<file path="src/rtl/shared_math_arbiter_pkg.sv">
`default_nettype none
// ============================================================================
// Module      : shared_math_arbiter_pkg
// Description : Shared constants for the math-resource arbiter: FSM state
//               encodings, shared bus widths and the default watchdog limit.
// Ports       : none (package)
// Revision    : 1.0  initial release
// ============================================================================
package shared_math_arbiter_pkg;

   // Arbiter FSM encodings
   localparam logic [0:0] IDLE  = 1'b0;
   localparam logic [0:0] GRANT = 1'b1;

   // Shared bus widths
   localparam int ADD_W   = 16;
   localparam int LADD_W  = 32;
   localparam int MADDR_W = 12;
   localparam int MDATA_W = 32;

   // Default grant-hold limit before the watchdog flags an error
   localparam logic [15:0] DEFAULT_MAX_HOLD = 16'd4000;

endpackage
`default_nettype wire

</file>
<file path="src/rtl/shared_math_arbiter_rr_priority_pick.sv">
`default_nettype none
// ============================================================================
// Module      : shared_math_arbiter_rr_priority_pick
// Description : Combinational round-robin pick. Returns the first set request
//               bit searching upward from rr_ptr, wrapping around to bit 0.
// Ports       : req        - request vector
//               rr_ptr     - index where the search starts
//               winner     - one-hot winner (zero when req is zero)
//               winner_idx - index of the winner (zero when req is zero)
// Revision    : 1.0  initial release
// ============================================================================
module shared_math_arbiter_rr_priority_pick #(
   parameter int NREQ = 4,
   parameter int IDW  = 3
) (
   input  logic [NREQ-1:0] req,
   input  logic [IDW-1:0]  rr_ptr,
   output logic [NREQ-1:0] winner,
   output logic [IDW-1:0]  winner_idx
);

   logic [NREQ-1:0] upper_mask;
   logic [NREQ-1:0] upper_req;
   logic [NREQ-1:0] pick_src;

   // Requests at or above rr_ptr take precedence; if none exist the search
   // wraps, which is simply the lowest set bit of the full request vector.
   always_comb begin
      upper_mask = '0;
      for (int i = 0; i < NREQ; i++) begin
         if (i >= int'(rr_ptr)) upper_mask[i] = 1'b1;
      end
      upper_req = req & upper_mask;
      pick_src  = (upper_req != '0) ? upper_req : req;

      // Scan downward so the lowest set bit is the last one written
      winner     = '0;
      winner_idx = '0;
      for (int i = NREQ - 1; i >= 0; i--) begin
         if (pick_src[i]) begin
            winner     = '0;
            winner[i]  = 1'b1;
            winner_idx = IDW'(i);
         end
      end
   end

endmodule
`default_nettype wire

</file>
<file path="src/rtl/shared_math_arbiter.sv">
`default_nettype none
// ============================================================================
// Module      : shared_math_arbiter
// Description : Round-robin arbiter sharing the add / L_add operand buses and
//               the scratch-memory port among NREQ sub-FSMs. Grant is locked
//               to a requester until it drops req; a sticky watchdog flags
//               grants held for MAX_HOLD cycles.
// Ports       : clk, reset (sync, active-high)
//               req, *_bus        - per-requester request and bus slices
//               gnt, busy, owner  - registered grant status
//               addOut*, L_addOut*, mem* - shared outputs of the owner
//               hold_err          - sticky watchdog flag
// Revision    : 1.0  initial release
// ============================================================================
module shared_math_arbiter
   import shared_math_arbiter_pkg::*;
#(
   parameter int          NREQ     = 4,
   parameter int          IDW      = 3,
   parameter logic [15:0] MAX_HOLD = DEFAULT_MAX_HOLD
) (
   input  logic                    clk,
   input  logic                    reset,
   input  logic [NREQ-1:0]         req,
   input  logic [ADD_W*NREQ-1:0]   addA_bus,
   input  logic [ADD_W*NREQ-1:0]   addB_bus,
   input  logic [LADD_W*NREQ-1:0]  L_addA_bus,
   input  logic [LADD_W*NREQ-1:0]  L_addB_bus,
   input  logic [MADDR_W*NREQ-1:0] rdAddr_bus,
   input  logic [MADDR_W*NREQ-1:0] wrAddr_bus,
   input  logic [MDATA_W*NREQ-1:0] wrData_bus,
   input  logic [NREQ-1:0]         wrEn_bus,
   output logic [NREQ-1:0]         gnt,
   output logic                    busy,
   output logic [IDW-1:0]          owner,
   output logic [ADD_W-1:0]        addOutA,
   output logic [ADD_W-1:0]        addOutB,
   output logic [LADD_W-1:0]       L_addOutA,
   output logic [LADD_W-1:0]       L_addOutB,
   output logic [MADDR_W-1:0]      memReadAddr,
   output logic [MADDR_W-1:0]      memWriteAddr,
   output logic [MDATA_W-1:0]      memOut,
   output logic                    memWriteEn,
   output logic                    hold_err
);

   logic [0:0]      state, state_next;
   logic [NREQ-1:0] gnt_next;
   logic            busy_next;
   logic [IDW-1:0]  owner_next;
   logic [IDW-1:0]  rr_ptr, rr_ptr_next;
   logic [15:0]     hold_cnt, hold_cnt_next;
   logic            hold_err_next;

   logic [NREQ-1:0] pick_onehot;
   logic [IDW-1:0]  pick_idx;
   logic            owner_req;

   shared_math_arbiter_rr_priority_pick #(
      .NREQ (NREQ),
      .IDW  (IDW)
   ) u_pick (
      .req        (req),
      .rr_ptr     (rr_ptr),
      .winner     (pick_onehot),
      .winner_idx (pick_idx)
   );

   // gnt is one-hot while busy, so this is req[owner] without a wide index
   assign owner_req = |(req & gnt);

   // State register
   always_ff @(posedge clk) begin
      if (reset) begin
         state    <= IDLE;
         gnt      <= '0;
         busy     <= 1'b0;
         owner    <= '0;
         rr_ptr   <= '0;
         hold_cnt <= '0;
         hold_err <= 1'b0;
      end else begin
         state    <= state_next;
         gnt      <= gnt_next;
         busy     <= busy_next;
         owner    <= owner_next;
         rr_ptr   <= rr_ptr_next;
         hold_cnt <= hold_cnt_next;
         hold_err <= hold_err_next;
      end
   end

   // Next-state logic
   always_comb begin
      state_next    = state;
      gnt_next      = gnt;
      busy_next     = busy;
      owner_next    = owner;
      rr_ptr_next   = rr_ptr;
      hold_cnt_next = hold_cnt;
      hold_err_next = hold_err;

      case (state)
         IDLE: begin
            if (req != '0) begin
               state_next    = GRANT;
               gnt_next      = pick_onehot;
               busy_next     = 1'b1;
               owner_next    = pick_idx;
               hold_cnt_next = '0;
            end
         end
         GRANT: begin
            if (hold_cnt != 16'hFFFF) hold_cnt_next = hold_cnt + 16'd1;
            if (owner_req) begin
               // Flag only; the grant is never revoked by the watchdog
               if (hold_cnt == MAX_HOLD - 16'd1) hold_err_next = 1'b1;
            end else begin
               state_next = IDLE;
               gnt_next   = '0;
               busy_next  = 1'b0;
               // Next search starts just past the releasing owner
               if (int'(owner) >= NREQ - 1) rr_ptr_next = '0;
               else                         rr_ptr_next = owner + IDW'(1);
            end
         end
         default: begin
            state_next = IDLE;
            gnt_next   = '0;
            busy_next  = 1'b0;
         end
      endcase
   end

   // Output mux: AND-OR over the registered one-hot grant, so every
   // non-owner slice is masked and all outputs are zero while gnt is zero.
   always_comb begin
      addOutA      = '0;
      addOutB      = '0;
      L_addOutA    = '0;
      L_addOutB    = '0;
      memReadAddr  = '0;
      memWriteAddr = '0;
      memOut       = '0;
      memWriteEn   = 1'b0;
      for (int i = 0; i < NREQ; i++) begin
         if (gnt[i]) begin
            addOutA      = addA_bus[i*ADD_W +: ADD_W];
            addOutB      = addB_bus[i*ADD_W +: ADD_W];
            L_addOutA    = L_addA_bus[i*LADD_W +: LADD_W];
            L_addOutB    = L_addB_bus[i*LADD_W +: LADD_W];
            memReadAddr  = rdAddr_bus[i*MADDR_W +: MADDR_W];
            memWriteAddr = wrAddr_bus[i*MADDR_W +: MADDR_W];
            memOut       = wrData_bus[i*MDATA_W +: MDATA_W];
            memWriteEn   = wrEn_bus[i];
         end
      end
   end

endmodule
`default_nettype wire

</file>
<file path="config.mk">
export PLATFORM = sky130hd
export DESIGN_NAME = shared_math_arbiter
export DESIGN_NICKNAME = d
export VERILOG_FILES = /design/src/rtl/shared_math_arbiter_pkg.sv /design/src/rtl/shared_math_arbiter_rr_priority_pick.sv /design/src/rtl/shared_math_arbiter.sv
export SDC_FILE = /design/constraint.sdc
export NUM_CORES = 1
export LEC_CHECK = 0
export CAP_MARGIN = 40
export CELL_PAD_IN_SITES_DETAIL_PLACEMENT = 1
export CELL_PAD_IN_SITES_GLOBAL_PLACEMENT = 1
export CORE_AREA = 10 10 297 299
export CTS_CLUSTER_DIAMETER = 150
export DETAILED_ROUTE_END_ITERATION = 10
export DIE_AREA = 0 0 307 309
export PLACE_DENSITY = 0.44
export SYNTH_ARGS = -nofsm -noshare
export SYNTH_HDL_FRONTEND = slang
export SYNTH_SLANG_ARGS = --single-unit
</file>
<file path="constraint.sdc">
create_clock -name clk -period 2.69 [get_ports clk]
set_input_delay 0.4035 -clock clk [delete_from_list [all_inputs] [get_ports clk]]
set_output_delay 0.4035 -clock clk [all_outputs]
set_load 0.005 [all_outputs]
</file>
==> results list <==
* Status: complete, no violations
- GR Util All Layers: 0.132
* Placed wire-length estimate after detailed placement: 57100 µm
- Library cell with the highest instance count after synthesis: nor2_1
* Maximum clock frequency: 0.375 GHz
* Yosys top cell area share: 0.202
* Worst Hold Slack: 0.499 ns
- The critical path is of the reg -> out type.
- FILL cells: 9933
- The detailed router finished its first iteration with 623 violations.
* Total of warnings raised by yosys: 0
- Port buffering added 778 buffers.
- In this run the worst path has a maximum fanout of 26.
- Headroom to the max-slew limit came out at 0.515.
* Net total in the final layout: 2426
- Largest net degree at the start of global routing: 91
- Counting flops with a built-in enable in the synthesized netlist gives 0.
* Post-Place Cells: 2854
* Post-Synth XOR/XNOR Area: 0.0154
- Total power density per cell area: 227 nW/µm²
- Routability congestion estimate from global placement: 0.824
- Row generation in the floorplan step produced 105 rows.
* Chip width: 307 µm
* Dominant combinational cell family by area after synthesis: compound AO/OA/AOI/OAI gates
- The floorplan step defined a die boundary enclosing 94900 µm².
- Count of final hold-check violations: 0
- Counting the buffers created by CTS gives 3.
- Top-level I/O count: 780
- Of the total synthesized cell area, the portion taken by full adders, half adders and majority gates is 0.00441.
- Share of cell area taken by muxes after synthesis: 0.00353
- After clock tree synthesis, the clock-pin slew on the worst setup and hold paths is 0.07 ns.
- Tightest Hold Check Type: reg -> reg
* Number of distinct standard cells referenced by the synthesized netlist: 52
- Sum of internal, switching and leakage power: 3520 µW
* Number of nets with antenna violations after detailed routing: 0
- The number of global-route vias before repair came to 11700.
- The count of cells in the finished layout, fillers not included, comes to 2887.
* Post-detailed-route DRC marker count: 0
- Ranked by total cell area, the synthesized netlist is headed by a22oi_1 20%, a21oi_1 15%, nor2_1 11%, o21ai_0 11%, nand2_1 11%.
- Root Buffer: clkbuf_16
- In this run, post-CTS hold repair placed 0 buffers.
* Insertion delay to the later sink of the worst-skew pair: 0.27 ns
- Among all flip-flop cells after synthesis, the most frequent one is dfxtp_1.
- The compound-gate portion of the synthesized area is 0.514.
* Share of synthesized cell area in and, or, nand and nor gates: 0.286
- The number of antenna violations at the first check in global routing was 32.
* Final core occ: 0.190
- Synthesis inferred 27 register bits.
- CTS saw 27 sinks.
- Core region area: 81800 µm²
- Of all flip-flops after synthesis, the portion carrying an async set or reset was 0.
- Data arrives at the worst endpoint at 2.26 ns.
- Global-route wire length before repair: 91900 µm
- The mapped netlist covers 5680 µm².
- Setup repair after global routing could not meet its margin everywhere.
* TritonCTS clock tree: built
- Dividing the detail-routed wire length by the instance count gives 23.6 µm.
* Transition time at the pin with the least slew margin: 0.719 ns
- Cell count after synthesis: 1034
- Required time at the endpoint of the critical path: 2.29 ns
- After detailed routing, the number of vias per cell comes to 3.77.
- Of the available clock period, the critical path in the final layout requires 0.992.
* Pins over their slew limit: 0
* Die span in y: 309 µm
* Time the final worst path needs with I/O delays and setup: 2.67 ns
- Final-report setup violation count: 0
- H-tree depth: 1
- Across the run, the number of max-cap violations was 0.
* Vias: 10900
- Kind of capture point of the worst setup path: output pin
- Total detailed-routing wirelength: 68000 µm
- Relative to the synthesized area, the layout overhead comes to 174%.
- Post-synth top area cell: a22oi_1
* Global route overflow: 0
* Leading post-synthesis cells by instance count: 172 x nor2_1, 165 x a21oi_1, 164 x nand2_1
- Mean instance size in the synthesized netlist: 5.49 µm²
* Worst Clk Skew: 0.00678 ns
- The worst setup path is launched from a flop.
- The initial utilization of the core area, before any placement, comes to 0.0694.
- Peak supply drop: 0.000199 V
- The first detailed-routing pass took 5 iterations.
* Leakage Power: 0.00633 µW
- Counting every net in the synthesized netlist gives 1654.
* Fraction of layout cells with a size suffix above 1: 0.0704
- Post-synthesis sequential area ratio: 0.0952
* Maximum number of buffers from clock root to sink: 2
-- metrics by stage --
step	setup TNS, ns	worst slack [ns]	area [µm²]
global placement	-0.566	-0.566	15200
floorplan	0	0.888	5680
finish	0	0.0228	15600
global route	-0.264	-0.105	15500
CTS	-0.255	-0.0665	15400
detailed placement	-0.00898	-0.00898	15200
-- final cells by class --
cell class | count | area (µm²) | share of cell area
timing repair buffer | 874 | 8830 | 0.567
multi-input combinational | 895 | 4710 | 0.303
tap | 1070 | 1340 | 0.0861
sequential | 27 | 552 | 0.0355
clock buffer | 3 | 75.1 | 0.00483
antenna | 12 | 30.0 | 0.00193
inverter | 5 | 18.8 | 0.00121
clock inverter | 1 | 6.26 | 0.000402
-- state kept, by name, indices dropped and copies added (netlist names) --
register,flops
hold_cnt,16
gnt,4
owner,2
rr_ptr,2
busy,1
hold_err,1
state,1
-- report_power, final --
group / switching [µW] / internal [µW] / total, µW
Clock: 153 / 203 / 356
Sequential: 34.6 / 414 / 448
Combinational: 1120 / 1600 / 2720
Total: 1310 / 2220 / 3520
-- final timing paths --
check	cells past startpoint	from	to	slack [ns]
worst min-delay path	2	busy	busy	0.50
worst min register to register	2	busy	busy	0.50
worst max register to register	7	gnt[1]	rr_ptr[0]	0.74
worst max-delay path	8	gnt[1]	L_addOutB[25]	0.02
-- metal layers --
metal | part of all wire | wire length, µm | vias to the layer above | global-route usage
li1 | - | - | 5297 | -
met1 | 0.42 | 28300 | 5115 | 0.160
met2 | 0.50 | 33900 | 412 | 0.235
met3 | 0.078 | 5290 | 36 | 0.0397
met4 | 0.0060 | 408 | 18 | 0.0152
met5 | 0.0016 | 112 | - | 0
-- what timing repair did --
item,in CTS,in global routing
buffers inserted,8,5
pin swaps,3,8
resized for setup,120,75
endpoints found under the setup margin,117,63
gates cloned,4,1
-- cells in the final DEF (no fill, tap or decap), drive strengths merged, types with 3 or more instances in the layout --
master           n
dlygate4sd2     82
nor3            11
nand4            6
nor2           173
dlymetal6s2s    43
o21ai          159
buf             94
nand2          164
clkdlybuf4s50  643
and4             3
inv              6
a21oi          165
a22oi          153
dfxtp           27
xnor2            9
clkbuf           8
nand3            8
clkdlybuf4s15    5
nor2b            4
diode           12
nor4             3
or3              5
-- critical path, cell delays in order (launching register included) --
cell	delay [ns]
dfxtp_4	0.40
buf_6	0.21
buf_16	0.21
buf_4	0.21
a22oi_1	0.10
nor2_1	0.10
a21oi_1	0.05
o21ai_1	0.14
clkdlybuf4s50_1	0.52
-- kinds of logic after synthesis --
logic type	after synthesis
buffers and inverters	112
other	1
xor gates and xnor gates	10
and+or+nand+nor	388
adders and majority gates	2
DFF	27
AOI/OAI and AO/OA	492
muxes	2
(Power assumes the default switching activity.)
==> variant 1 (same settings) <==
Make the reset (`reset`) asynchronous in one clocked block.
--- a/src/rtl/shared_math_arbiter.sv
+++ b/src/rtl/shared_math_arbiter.sv
@@ -71,5 +71,5 @@
 
    // State register
-   always_ff @(posedge clk) begin
+   always_ff @(posedge clk or posedge reset) begin
       if (reset) begin
          state    <= IDLE;
Check against the original RTL: differs if reset is asserted again (counterexample within 4 cycles, from zero or initial values and one cycle with reset high); with reset held inactive, the same outputs for 4 cycles.
==> variant 1 against the original RTL <==
  * Cell count fell by 6.2%
  * Fmax fell by 0.27%
  * Critical path type unchanged
  * Routed wire length rose by 7.0%
  * Area after synthesis rose by 4.9%
  * Highest routed layer unchanged
  * Sequential cell count did not move
  * Die area did not move
  * First-iteration DRC count rose by 14%
  * Synthesized cell count fell by 15%
  * Final area rose by 2.4%
  * Worst setup slack got worse by 0.0072 ns
  * Largest cell class unchanged
  * Clock skew fell by 0.0016 ns
Power is left out: it rests on default switching activity, and per cell area and clock period it moved more than threefold.
==> variant 1: results (changes against the original RTL) <==
[outcome]
outcome=finished clean

[synth]
yosysSeqAreaShare_pct=11.3  ; +1.8 points
yosys_most_used_dff=dfrtp_1
synthDistinctLibCells=48  ; -7.7%
synth_nets=1498  ; -9.4%
synth.area.top_cells=a221oi_1 22%, o31ai_1 20%, nor2b_1 16%
synth_top_cells_by_count=179 x nand2_1, 157 x o31ai_1, 156 x nor2b_1
async_flop_share_pct=100  ; +100 points

[worst_setup_path]
arrival_ns=2.27
crit_slowest_cell=dfrtp_4
critical_path.max_stage_delay_ns=0.50  ; -0.02 ns
critical_path.top_delay_family=buffers and inverters
crit_end=L_addOutB[29]
startpoint=gnt[1]
rr_endpoint=rr_ptr[1]
crit_path_max_fanout=22  ; -15%
rrSetupSlack_ns=0.78  ; +0.04 ns
reg2reg_depth=5  ; -2

[min_path]
hold_start=hold_err
whs_path_depth=1  ; -1
hold-path-endpoint=hold_err
hold_path.class=flop to flop

[sta]
tightest_slew_ns=0.834  ; +0.115 ns
whs_ns=0.484  ; -0.0150 ns
fin_skew_ns=0.00520  ; -0.00158 ns

[cts]
clockBufferDepth=2  ; unchanged
cts_max_level=1  ; unchanged
cts_made_buffers=3  ; unchanged
root_buffer=clkbuf_16
clock_latency_ns=0.26

[global_routing]
grt_pass1_wl_mm=96.8  ; +5.3%
grt_max_degree=70  ; -23%
antenna_found_initial=27  ; -16%
grt_usage_pct=14.1  ; +0.85 points
grt_pass1_vias=11600  ; -0.61%

[place]
place_area_mm2=0.0154  ; +1.6%
place_ws_ns=-0.418  ; -0.410 ns
port_buffers=778  ; unchanged
place.gp.congestion=0.894  ; +8.5%
hpwl_mm=61.3  ; +7.4%

[finish]
nets=2252  ; -7.2%
largest-register=hold_cnt
layout-drive-gt1-share_pct=8.28  ; +1.2 points
reg.largest.list=hold_cnt: 16 flops, gnt: 4 flops
layout_commonest_cell=clkdlybuf4s50_1

[routing]
first_iter_violations=710  ; +14%
vias=10700  ; -1.3%
routed_wl_mm=72.7  ; +7.0%
dr.pass1.iters=6  ; +1

-- variant 1: cell types whose count changed in the layout (fill, tap and decap cells not counted), sizes merged, moves of 13 or more --
| cell | delta |
|---|---|
| a21oi | -155 |
| a221oi | +150 |
| a22oi | -150 |
| buf | -13 |
| dfrtp | +27 |
| dfxtp | -27 |
| dlygate4sd2 | +30 |
| dlymetal6s2s | -20 |
| nand2 | +15 |
| nor2 | -168 |
| nor2b | +152 |
| o21ai | -150 |
| o31ai | +157 |
-- variant 1: metrics by stage --
step                      TNS, ns  instances  util, %
after floorplan                 0        878        -
after global placement      -2.37       2677     18.8
after detailed placement    -1.38       2679     18.8
after CTS                  -0.465       2696     19.3
after global routing       -0.460       2706     19.4
final                           0       2709     19.5
-- variant 1: cell type report --
class                   instances  area, µm²
multi-input cells             736       5010
inverters                       6       22.5
flip-flops and latches         27        687
fillers                      9752      65900
clock buffers                   4       78.8
well taps                    1070       1340
repair buffers                858       8770
diodes                          8       20.0
-- variant 1: logic make-up (layout without fill, tap and decap cells) --
| kind of cell | count (synthesis) | after routing | synth area share [%] |
|---|---|---|---|
| simple gates | 377 | 377 | 32.5 |
| compound gates | 349 | 349 | 46.7 |
| buf+inv | 115 | 868 | 7.77 |
| flops | 27 | 27 | 11.3 |
| mux | 7 | 7 | 1.20 |
| fa+ha+maj | 2 | 2 | 0.420 |
| other cells | 1 | 9 | 0.0629 |
-- variant 1: timing repair --
item | in CTS | in global routing
buffers inserted | 7 | 4
pin swaps | 9 | 4
gates cloned | 6 | 1
setup endpoints to repair | 113 | 30
gates resized for setup | 154 | 38
-- variant 1: per-layer routing --
metal	share of wire (%)	track usage [%]	up-vias
met5	0.13	0	-
met4	1.5	2.18	14
met3	9.4	5.27	64
met2	51	25.5	541
met1	38	15.8	5182
li1	-	-	4940
==> variant 2 (same flow settings) <==
Made on the original files. Change the package constant `DEFAULT_MAX_HOLD` from 16'd4000 to 16'd2000.
--- a/src/rtl/shared_math_arbiter_pkg.sv
+++ b/src/rtl/shared_math_arbiter_pkg.sv
@@ -20,5 +20,5 @@
 
    // Default grant-hold limit before the watchdog flags an error
-   localparam logic [15:0] DEFAULT_MAX_HOLD = 16'd4000;
+   localparam logic [15:0] DEFAULT_MAX_HOLD = 16'd2000;
 
 endpackage
Formal check against the unedited RTL: no difference found for any inputs over 4 cycles, from zero or initial values and one cycle with reset high; that may be too few to reach the edited logic, so the function may still have changed.
==> variant 2 against the original RTL <==
  * First-iteration DRC count is 19% lower
  * Non-clock buffer count is 25 higher
  * Routed wire length rose by 3.4%
  * Die area unchanged
  * Synthesized cell count rose by 0.29%
  * Area after synthesis rose by 0.68%
  * Sequential share of layout area shrank 0.17 points
  * Total power is 7.9% higher
  * Final area increased by 5.3%
  * Sequential cell count did not move
  * Worst setup slack better by 0.077 ns
  * Highest routed layer unchanged
==> variant 2: results (changes against the original RTL) <==
[outcome]
outcome=finished clean

[synth]
synth_nets=1657  ; +0.18%
synthDistinctLibCells=59  ; +13%
yosysSeqAreaShare_pct=9.46  ; -0.065 points
synth_top_cells_by_count=175 x nor2_1, 166 x nand2_1, 164 x a21oi_1
synth.area.top_cells=a22oi_1 20%, a21oi_1 14%, o21ai_0 14%
synth_area_per_cell_um2=5.51  ; +0.39%

[place]
placed_cells=2860  ; +0.21%
place.gp.congestion=0.818  ; -0.73%
hpwl_mm=56.7  ; -0.70%

[global_routing]
antenna_found_initial=13  ; -59%
grt_pass1_vias=12100  ; +3.3%
grt_usage_pct=13.1  ; -0.11 points
grt_pass1_wl_mm=92.1  ; +0.20%

[worst_setup_path]
crit_path_max_fanout=8  ; -69%
arrival_ns=2.19  ; -0.07 ns

[sta]
fin_skew_ns=0.00274  ; -0.00404 ns
slew_headroom_pct=52.8  ; +1.3 points

[power_and_ir_drop]
p_leak_nw=7.32  ; +16%
vdd_ir_drop_max_mv=0.170  ; -15%

[routing]
routed_wl_mm=70.3  ; +3.4%
first_iter_violations=506  ; -19%
vias=11000  ; +1.6%
viasPerCell=3.79  ; +0.72%

[finish]
layout-drive-gt1-share_pct=10.2  ; +3.2 points
nets=2452  ; +1.1%
nFillCells=9865  ; -0.68%

-- variant 2: cell families (layout without fill, tap and decap cells) --
logic type / count (synthesis) / count (layout) / share of synthesized area, %
muxes: 2 / 2 / 0.438
and+or+nand+nor: 385 / 385 / 28.0
adders and majority gates: 2 / 2 / 0.438
DFF: 27 / 27 / 9.46
buffers and inverters: 115 / 909 / 8.14
xor gates and xnor gates: 10 / 10 / 1.53
other: 1 / 11 / 0.0656
AOI/OAI and AO/OA: 495 / 495 / 52.0
-- variant 2: where the power goes --
group	internal, mW	switching, mW
sequential	0.414	0.0232
combinational	1.78	1.24
clock	0.201	0.151
-- variant 2: final timing paths --
check	from	to	slack [ns]	cells past startpoint
worst max register to register	hold_cnt[0]	hold_cnt[5]	0.66	7
worst min-delay path	hold_err	hold_err	0.51	2
worst min register to register	hold_err	hold_err	0.51	2
worst max-delay path	gnt[1]	memOut[21]	0.10	8
-- variant 2: per-stage QoR --
step                      util [%]  setup slack (ns)  setup TNS [ns]
final                         20.0             0.100               0
after global routing          20.0           -0.0652          -0.139
after CTS                     19.1            -0.106           -2.84
after detailed placement      18.7            -0.212          -0.451
after global placement        18.7            -0.252          -0.528
after floorplan                  -             0.784               0
-- variant 2: repair_timing --
| item | in CTS | in global routing |
|---|---|---|
| pin swaps | 3 | 11 |
| gates resized for setup | 63 | 178 |
| setup endpoints to repair | 74 | 122 |
| gates cloned | 4 | 9 |
| hold buffers | 0 | 0 |
| setup buffers | 6 | 18 |
-- variant 2: area by class of cell --
class                           instances  area (µm²)  share of cell area, %
Timing Repair Buffer                  899        9550                   58.3
Clock inverter                          1        5.00                 0.0305
Clock buffer                            3        75.1                  0.458
Multi-Input combinational cell        895        4820                   29.4
Tap cell                             1070        1340                   8.17
Antenna cell                           10        25.0                  0.153
Sequential cell                        27         553                   3.38
Inverter                                6        22.5                  0.137
-- variant 2: layer usage --
metal  vias up  wire (µm)  global-route usage (%)
met3        34       5330                    4.19
met2       444      35500                    24.0
met5         -         34                       0
li1       5366          -                       -
met4         4        808                    1.93
met1      5199      28600                    15.0
-- variant 2: worst min-delay path, cell delays in order, from the launching register on --
cell     delay, ns
dfxtp_1       0.35
a31oi_1       0.05
nor2_1        0.07
